[src/rtl/mem_responder.sv]
// -----------------------------------------------------------------------------
// mem_responder
//
// Single-ported memory target that sits behind a valid/ready request channel
// and a valid/ready response channel. It takes one request at a time. Each
// request passes through a programmable number of wait states, is committed
// to the internal register-array memory in one ACCESS cycle, and is then
// presented as a response. The response is held until the initiator takes it.
//
// Parameters
//   DATA_W      : data word width (default 8)
//   ADDR_W      : word address width, memory depth is 2**ADDR_W (default 4)
//   WAIT_CYCLES : wait states between accept and access, legal range 0..15
//
// Ports
//   clk        in   single clock, all state changes on the rising edge
//   reset_n    in   asynchronous active-low reset
//   req_valid  in   initiator presents a request
//   req_write  in   1 = store, 0 = load
//   req_addr   in   word address
//   req_wdata  in   store data
//   req_ready  out  responder can accept a request (IDLE only)
//   rsp_valid  out  response available (RESP only)
//   rsp_rdata  out  load data, or the stored word for a store
//   rsp_write  out  req_write of the request this response belongs to
//   rsp_ready  in   initiator accepts the response
//   busy       out  high in every state other than IDLE
//
// Timing
//   accept edge -> WAIT_CYCLES edges in WAIT -> one edge in ACCESS -> RESP,
//   so rsp_valid becomes visible WAIT_CYCLES+1 edges after the accept edge.
//   With WAIT_CYCLES=0 the accept edge goes straight to ACCESS.
//   After the response handshake edge the block is back in IDLE, so the
//   tightest request spacing is WAIT_CYCLES+3 cycles.
// -----------------------------------------------------------------------------
module mem_responder #(
    parameter int DATA_W      = 8,
    parameter int ADDR_W      = 4,
    parameter int WAIT_CYCLES = 2
) (
    input  logic              clk,
    input  logic              reset_n,

    input  logic              req_valid,
    input  logic              req_write,
    input  logic [ADDR_W-1:0] req_addr,
    input  logic [DATA_W-1:0] req_wdata,
    output logic              req_ready,

    output logic              rsp_valid,
    output logic [DATA_W-1:0] rsp_rdata,
    output logic              rsp_write,
    input  logic              rsp_ready,

    output logic              busy
);

    // -------------------------------------------------------------------------
    // Constants
    // -------------------------------------------------------------------------
    localparam int DEPTH = 1 << ADDR_W;

    // The wait counter only ever needs to hold 0..15.
    localparam int CNT_W = 4;
    localparam logic [CNT_W-1:0] WAIT_INIT = CNT_W'(WAIT_CYCLES);
    localparam logic [CNT_W-1:0] CNT_ONE   = CNT_W'(1);

    // FSM encoding kept as plain constants so the netlist state values stay
    // stable across tool versions.
    localparam logic [1:0] ST_IDLE   = 2'd0;
    localparam logic [1:0] ST_WAIT   = 2'd1;
    localparam logic [1:0] ST_ACCESS = 2'd2;
    localparam logic [1:0] ST_RESP   = 2'd3;

    // -------------------------------------------------------------------------
    // State
    // -------------------------------------------------------------------------
    logic [1:0]        state_q,  state_d;
    logic [CNT_W-1:0]  cnt_q,    cnt_d;

    // Request captured at the accept edge; the live request inputs are never
    // looked at again until the block is back in IDLE.
    logic [ADDR_W-1:0] addr_q,   addr_d;
    logic              write_q,  write_d;
    logic [DATA_W-1:0] wdata_q,  wdata_d;

    // Response registers, loaded only on the ACCESS->RESP edge so they hold
    // their last value through IDLE/WAIT/ACCESS.
    logic [DATA_W-1:0] rdata_q,  rdata_d;
    logic              rwrite_q, rwrite_d;

    // Register-array memory.
    logic [DATA_W-1:0] mem_q [DEPTH];

    logic              accept;
    logic              mem_we;

    // -------------------------------------------------------------------------
    // Handshake decode
    // -------------------------------------------------------------------------
    // req_ready is a pure function of the state register so it drops the
    // moment the block leaves IDLE; req_valid in any other state is ignored.
    assign accept = (state_q == ST_IDLE) && req_valid;

    // The store commits on the ACCESS->RESP edge using the latched request.
    assign mem_we = (state_q == ST_ACCESS) && write_q;

    // -------------------------------------------------------------------------
    // Next-state logic
    // -------------------------------------------------------------------------
    always_comb begin
        // NOTE: every signal assigned here gets a default first; a path that
        // leaves one unassigned would infer a latch.
        state_d  = state_q;
        cnt_d    = cnt_q;
        addr_d   = addr_q;
        write_d  = write_q;
        wdata_d  = wdata_q;
        rdata_d  = rdata_q;
        rwrite_d = rwrite_q;

        case (state_q)
            ST_IDLE: begin
                if (accept) begin
                    addr_d  = req_addr;
                    write_d = req_write;
                    wdata_d = req_wdata;
                    if (WAIT_CYCLES == 0) begin
                        state_d = ST_ACCESS;
                        cnt_d   = '0;
                    end else begin
                        state_d = ST_WAIT;
                        cnt_d   = WAIT_INIT;
                    end
                end
            end

            ST_WAIT: begin
                // The counter counts down the remaining wait edges; the edge
                // seen with a count of one is the last wait edge. A count of
                // zero cannot occur here but is treated the same way so the
                // FSM can never stall in WAIT.
                cnt_d = (cnt_q == '0) ? '0 : cnt_q - CNT_ONE;
                if (cnt_q <= CNT_ONE) begin
                    state_d = ST_ACCESS;
                end
            end

            ST_ACCESS: begin
                // A store echoes the written word; a load reads the array.
                // The store itself lands in the array on this same edge, so a
                // following load to the same address always sees it.
                state_d  = ST_RESP;
                rwrite_d = write_q;
                rdata_d  = write_q ? wdata_q : mem_q[addr_q];
            end

            ST_RESP: begin
                // rsp_ready is only acted on here; elsewhere it is ignored.
                if (rsp_ready) begin
                    state_d = ST_IDLE;
                end
            end

            default: begin
                state_d = ST_IDLE;
                cnt_d   = '0;
            end
        endcase
    end

    // -------------------------------------------------------------------------
    // Control and response registers
    // -------------------------------------------------------------------------
    always_ff @(posedge clk or negedge reset_n) begin
        if (!reset_n) begin
            state_q  <= ST_IDLE;
            cnt_q    <= '0;
            addr_q   <= '0;
            write_q  <= 1'b0;
            wdata_q  <= '0;
            rdata_q  <= '0;
            rwrite_q <= 1'b0;
        end else begin
            // NOTE: sequential state is updated with non-blocking assignments
            // so every register samples the pre-edge values of the others.
            state_q  <= state_d;
            cnt_q    <= cnt_d;
            addr_q   <= addr_d;
            write_q  <= write_d;
            wdata_q  <= wdata_d;
            rdata_q  <= rdata_d;
            rwrite_q <= rwrite_d;
        end
    end

    // -------------------------------------------------------------------------
    // Memory array
    // -------------------------------------------------------------------------
    // NOTE: the array is deliberately built from resettable flops so that a
    // reset wipes every word, including a store committed just before it;
    // this rules out mapping it onto a RAM macro.
    always_ff @(posedge clk or negedge reset_n) begin
        if (!reset_n) begin
            for (int i = 0; i < DEPTH; i++) begin
                mem_q[i] <= '0;
            end
        end else if (mem_we) begin
            mem_q[addr_q] <= wdata_q;
        end
    end

    // -------------------------------------------------------------------------
    // Outputs
    // -------------------------------------------------------------------------
    // All status outputs decode the state register directly, so an
    // asynchronous reset takes them to their idle values immediately.
    assign req_ready = (state_q == ST_IDLE);
    assign rsp_valid = (state_q == ST_RESP);
    assign busy      = (state_q != ST_IDLE);
    assign rsp_rdata = rdata_q;
    assign rsp_write = rwrite_q;

endmodule

[config.mk]
export PLATFORM = sky130hd
export DESIGN_NAME = mem_responder
export DESIGN_NICKNAME = d
export VERILOG_FILES = /design/src/rtl/mem_responder.sv
export SDC_FILE = /design/constraint.sdc
export NUM_CORES = 1
export LEC_CHECK = 0
export CAP_MARGIN = 5
export CORE_ASPECT_RATIO = 0.7
export CORE_UTILIZATION = 40
export DETAILED_ROUTE_END_ITERATION = 6
export PLACE_DENSITY = 0.53
export SYNTH_ARGS = -nofsm -noshare
export SYNTH_HDL_FRONTEND = slang
export SYNTH_SLANG_ARGS = --single-unit
[constraint.sdc]
create_clock -name clk -period 5.25 [get_ports clk]
set_clock_uncertainty 0.05 [all_clocks]
set_input_delay 1.575 -clock clk [delete_from_list [all_inputs] [get_ports clk]]
set_output_delay 1.575 -clock clk [all_outputs]
set_load 0.01 [all_outputs]
Word-level counts from Yosys, hierarchy flattened
Cells that the tools add are included.
{"block": "totals", "reg_bits": 156, "in_bits": 17, "out_inout_bits": 12, "wordCells": 58}
{"block": "classes", "addsub": 1, "order_cmp": 3, "eq_ne": 6, "muxes": 14, "bitwise": 1, "n_reduce_logical": 10}
{"op": "bitwise mux 128 bit", "count": 1}
{"op": "binary-select mux 8 bit (select 4 bit)", "count": 1}
{"op": "demux 8 bit (select 4 bit)", "count": 1}
{"op": "2-to-1 mux 8 bit", "count": 4}
{"op": "2-to-1 mux 4 bit", "count": 2}
{"op": "one-hot mux 2 bit (4 select lines)", "count": 1}
{"op": "one-hot mux 4 bit (2 select lines)", "count": 1}
{"op": "2-to-1 mux 2 bit", "count": 3}
{"op": ">= comparator 5 bit (second input constant)", "count": 1}
{"op": "< comparator 5 x 1 -> 1 bit (second input constant)", "count": 1}
{"op": "NOT 4 -> 5 bit", "count": 1}
{"op": "== test 2 bit (second input constant)", "count": 2}
{"op": "less-or-equal comparator 4 x 1 -> 1 bit (second input constant)", "count": 1}
{"op": "logical NOT 4 bit", "count": 1}
{"op": "!= test 2 x 1 -> 1 bit (second input constant)", "count": 2}
{"op": "AND reduction 2 bit", "count": 2}
{"op": "nonzero test 2 bit", "count": 2}
{"op": "subtractor 4 x 1 -> 4 bit (second input constant)", "count": 1}
{"op": "logical AND 1 bit", "count": 3}
{"op": "AND reduction 3 bit", "count": 1}
{"op": "== test 2 x 1 -> 1 bit (second input constant)", "count": 1}
{"op": "logical NOT 2 bit", "count": 1}
{"op": "!= test 2 bit (second input constant)", "count": 1}

Depth between registers and ports, before layout
{"block": "depth", "depth_word": 6, "mapped_depth": 8, "depth_no_buf": 6}

Worst setup path after synthesis
OpenSTA, ideal clock, no wires.
{"block": "synth_path", "path_type": "input to register", "start": "in req_valid", "end": "reg addr_q[0]", "setup_ns": 0.125, "arrival_ns": 2.423, "required_ns": 5.075, "path_slack_ns": 2.653, "cell_stages": 3, "path_buffers": 1, "cell_sequence": "nand2_1 > buf_1 > mux2_2"}
{"block": "synth_via", "elab_chain_cells": 2}
{"element": "from (decl)", "line": "44", "source": "input logic req_valid,"}
{"element": "logical AND 1 bit", "line": "103", "source": "assign accept = (state_q == ST_IDLE) && req_valid;"}
{"element": "AND reduction 2 bit (no source line)"}
{"element": "to (signal assigned)", "line": "189", "source": "addr_q <= addr_d;"}
{"element": "to (decl)", "line": "83", "source": "logic [ADDR_W-1:0] addr_q, addr_d;"}
Every way passes these cells.
A chain may end at the register's enable or synchronous reset.

Worst setup path after layout
{"block": "layout_path", "start": "reg state_q[0]", "end": "out busy"}
{"block": "layout_via", "elab_chain_cells": 1}
{"element": "from (decl)", "line": "78", "source": "logic [1:0] state_q, state_d;"}
{"element": "from (signal assigned)", "line": "187", "source": "state_q <= state_d;"}
{"element": "nonzero test 2 bit", "line": "220", "source": "assign busy = (state_q != ST_IDLE);"}
{"element": "to (decl)", "line": "55", "source": "output logic busy"}
Every way passes these cells.

==> flow_metrics.env <==
export IMPL_irDropWorstVdd_mv=0.3175
export IMPL_rows=41
export IMPL_switching_power_mw=1.651
export IMPL_rr_worst_depth=5
export IMPL_max_slew_worst_pin_slew_ns=0.9546
export IMPL_nFillCells=1573
export IMPL_netlist_top_cells_area="dfrtp_1 53%, mux2_2 19%, mux4_2 5.2%"
export IMPL_post_cts_buffers=0
export IMPL_root_buffer="clkbuf_16"
export IMPL_maxSlewHeadroom_pct=36.36
export IMPL_maxSlewViolCount=0
export IMPL_timing_rr_end="mem_q[21]"
export IMPL_startpoint="state_q[0]"
export IMPL_placed_cells=733
export IMPL_cts_resized=0
export IMPL_fin_ws_ns=1.789
export IMPL_place_ws_ns=1.570
export IMPL_synth_nets=515
export IMPL_yosys_register_bits=156
export IMPL_first_iter_violations=185
export IMPL_combPwrFrac_pct=30.3
export IMPL_io_pin_count=29
export IMPL_grt_start_max_net_pins=104
export IMPL_die_area_um2=18910
export IMPL_cts_made_buffers=17
export IMPL_hp_class="reg2reg"
export IMPL_worstPathArrival_ns=1.84
export IMPL_yosysTopAreaCell="dfrtp_1"
export IMPL_final_nets=537
export IMPL_fin_setup_tns_ns=0
export IMPL_critPathLaunchType="register"
export IMPL_dr_total_vias=4233
export IMPL_synth_common_cells="156 x dfrtp_1, 127 x mux2_2, 22 x mux2i_1, 17 x mux4_2, 16 x mux2_4"
export IMPL_tritoncts="yes"
export IMPL_clkLatencyLatePin_ns=0.43
export IMPL_cp_end_kind="output port"
export IMPL_area_growth_pct=14.74
export IMPL_syn_area_per_cell_um2=14.86
export IMPL_initial_core_util_pct=40.77
export IMPL_synthFlopType="dfrtp_1"
export IMPL_antenna_left=0
export IMPL_run_status="finished, final reports clean"
export IMPL_grt_pass1_wl_um=26310
export IMPL_syn_area_um2=7341
export IMPL_antenna_found_initial=0
export IMPL_yosys_warnings=0
export IMPL_r2r_start="addr_q[0]"
export IMPL_core_area_um2=18010
export IMPL_final_cells=765
export IMPL_power_density_nw_per_um2=597.2
export IMPL_p_leak_nw=3.827
export IMPL_synthArstFlopShare_pct=100.0
export IMPL_seq_area_frac_synth_pct=53.18
export IMPL_gr_usage_all_layers_pct=19.04
export IMPL_rsz0062_at_grt="no"
export IMPL_wl_um=16300
export IMPL_antenna_cells=0
export IMPL_drive_above_1_share_pct=41.21
export IMPL_htreeDepth=4
export IMPL_crit_end="busy"
export IMPL_setup_viol=0
export IMPL_path_class="reg2out"
export IMPL_wire_per_inst_um=21.31
export IMPL_internal_power_mw=3.379
export IMPL_finalHoldViolations=0
export IMPL_dpl_instance_area_um2=7764
export IMPL_total_power_mw=5.030
export IMPL_whs_ns=0.4506
export IMPL_yosysTopAreaCellShare_pct=53.18
export IMPL_hpwl_um=10580
export IMPL_dr_pass1_iters=5
export IMPL_fin_area_um2=8423
export IMPL_synth_edf_count=0
export IMPL_die_w_um=163.9
export IMPL_die_y_um=115.3
export IMPL_p_clk_share_pct=27.4
export IMPL_path_max_fanout=6
export IMPL_port_buffer_count=28
export IMPL_utilization_pct=46.78
export IMPL_synth_cells=494
export IMPL_grt_ovfl_total=0
export IMPL_clockBufferDepth=2
export IMPL_grt_pass1_vias=4545
export IMPL_synth_most_common_cell="dfrtp_1"
export IMPL_required_ns=3.63
export IMPL_maxCapViolCount=0
export IMPL_switching_share_pct=32.82
export IMPL_fmax_ghz=0.2890
export IMPL_drc=0
export IMPL_finalCritPeriodShare_pct=65.92
export IMPL_path_clk_slew_ns=0.06
export IMPL_yosysUniqueCellTypes=49
export IMPL_finalCriticalPeriod_ns=3.461
export IMPL_place_congestion=0.7659
export IMPL_power_frac_seq_pct=42.4
export IMPL_cts_hold_buf=0
export IMPL_r2r_setup_slack_ns=2.57
export IMPL_cts_sinks=156
export IMPL_viasPerCell=5.533
-- cells by family (layout without fill, tap and decap cells) --
family	Yosys count	count (layout)	synth area share (%)
buffers and inverters	38	73	3.102
DFF	156	156	53.18
and+or+nand+nor	59	59	5.779
AOI/OAI and AO/OA	50	50	4.500
muxes	187	187	32.76
adders and majority gates	4	4	0.6818
-- power by group through the flow --
stage,sequential [mW],combinational [mW],clock (mW)
2_1_floorplan,1.87,1.34,0
3_3_place_gp,2.12,1.50,0
3_5_place_dp,2.15,1.53,0
4_1_cts,2.14,1.54,1.41
5_1_grt,2.22,1.66,1.45
6_report,2.13,1.52,1.38
-- state kept, by name, summed over array words and instances, names as in the netlist --
signal,count
cnt_q,4
rsp_rdata,8
mem_q,128
state_q,2
write_q,1
addr_q,4
wdata_q,8
rsp_write,1
-- critical path, stage by stage (launching register included) --
cell             delay (ns)
dfrtp_1                0.39
inv_1                  0.08
ha_1                   0.27
inv_1                  0.12
clkdlybuf4s50_1        0.54
-- layout by cell type (no fill, tap or decap), types with 2 or more instances in the layout --
master / n
dfrtp_1: 154
mux2_2: 127
clkdlybuf4s50_1: 27
mux2i_1: 22
mux4_2: 17
clkbuf_16: 17
mux2_4: 16
o21ai_0: 12
a21oi_1: 11
nand3b_1: 8
inv_1: 7
nor2_1: 7
nand2_1: 6
nor2_2: 6
buf_4: 6
nor2b_1: 5
mux4_1: 5
bufinv_16: 5
nor3_1: 4
nand3_1: 4
o31ai_1: 4
o221ai_1: 4
a22oi_1: 4
ha_1: 4
nand2b_4: 3
nor2_4: 3
clkbuf_8: 3
clkinv_2: 3
nand2b_1: 2
a21boi_0: 2
o211ai_1: 2
a31oi_1: 2
a2111oi_0: 2
a311oi_1: 2
dfrtp_2: 2
clkinvlp_4: 2
-- worst min path at each step --
stage | to | from | cells past startpoint | slack (ns)
floorplan | mem_q[92] | mem_q[92] | 1 | 0.42
global placement | mem_q[124] | mem_q[124] | 1 | 0.43
detailed placement | mem_q[117] | mem_q[117] | 1 | 0.44
CTS | mem_q[117] | mem_q[117] | 1 | 0.45
global route | mem_q[74] | mem_q[74] | 1 | 0.46
finish | mem_q[66] | mem_q[66] | 1 | 0.45
-- cell type report --
cell class,count,area [um^2],share of cell area [%]
sequential,156,3906,46.38
inverter,7,26.28,0.3119
clock buffer,21,470.5,5.585
timing repair buffer,34,326.6,3.877
clock inverter,11,188.9,2.243
tap,236,295.3,3.506
multi-input combinational,300,3209,38.10
-- layer usage --
layer | vias up | track usage (%) | wire, um
li1 | 1886 | - | -
met1 | 2244 | 26.96 | 8023
met2 | 83 | 29.01 | 7468
met3 | 20 | 4.076 | 593
met4 | 0 | 6.605 | 214
met5 | - | 0 | 0
No activity file was read; power rests on OpenSTA's default activity.
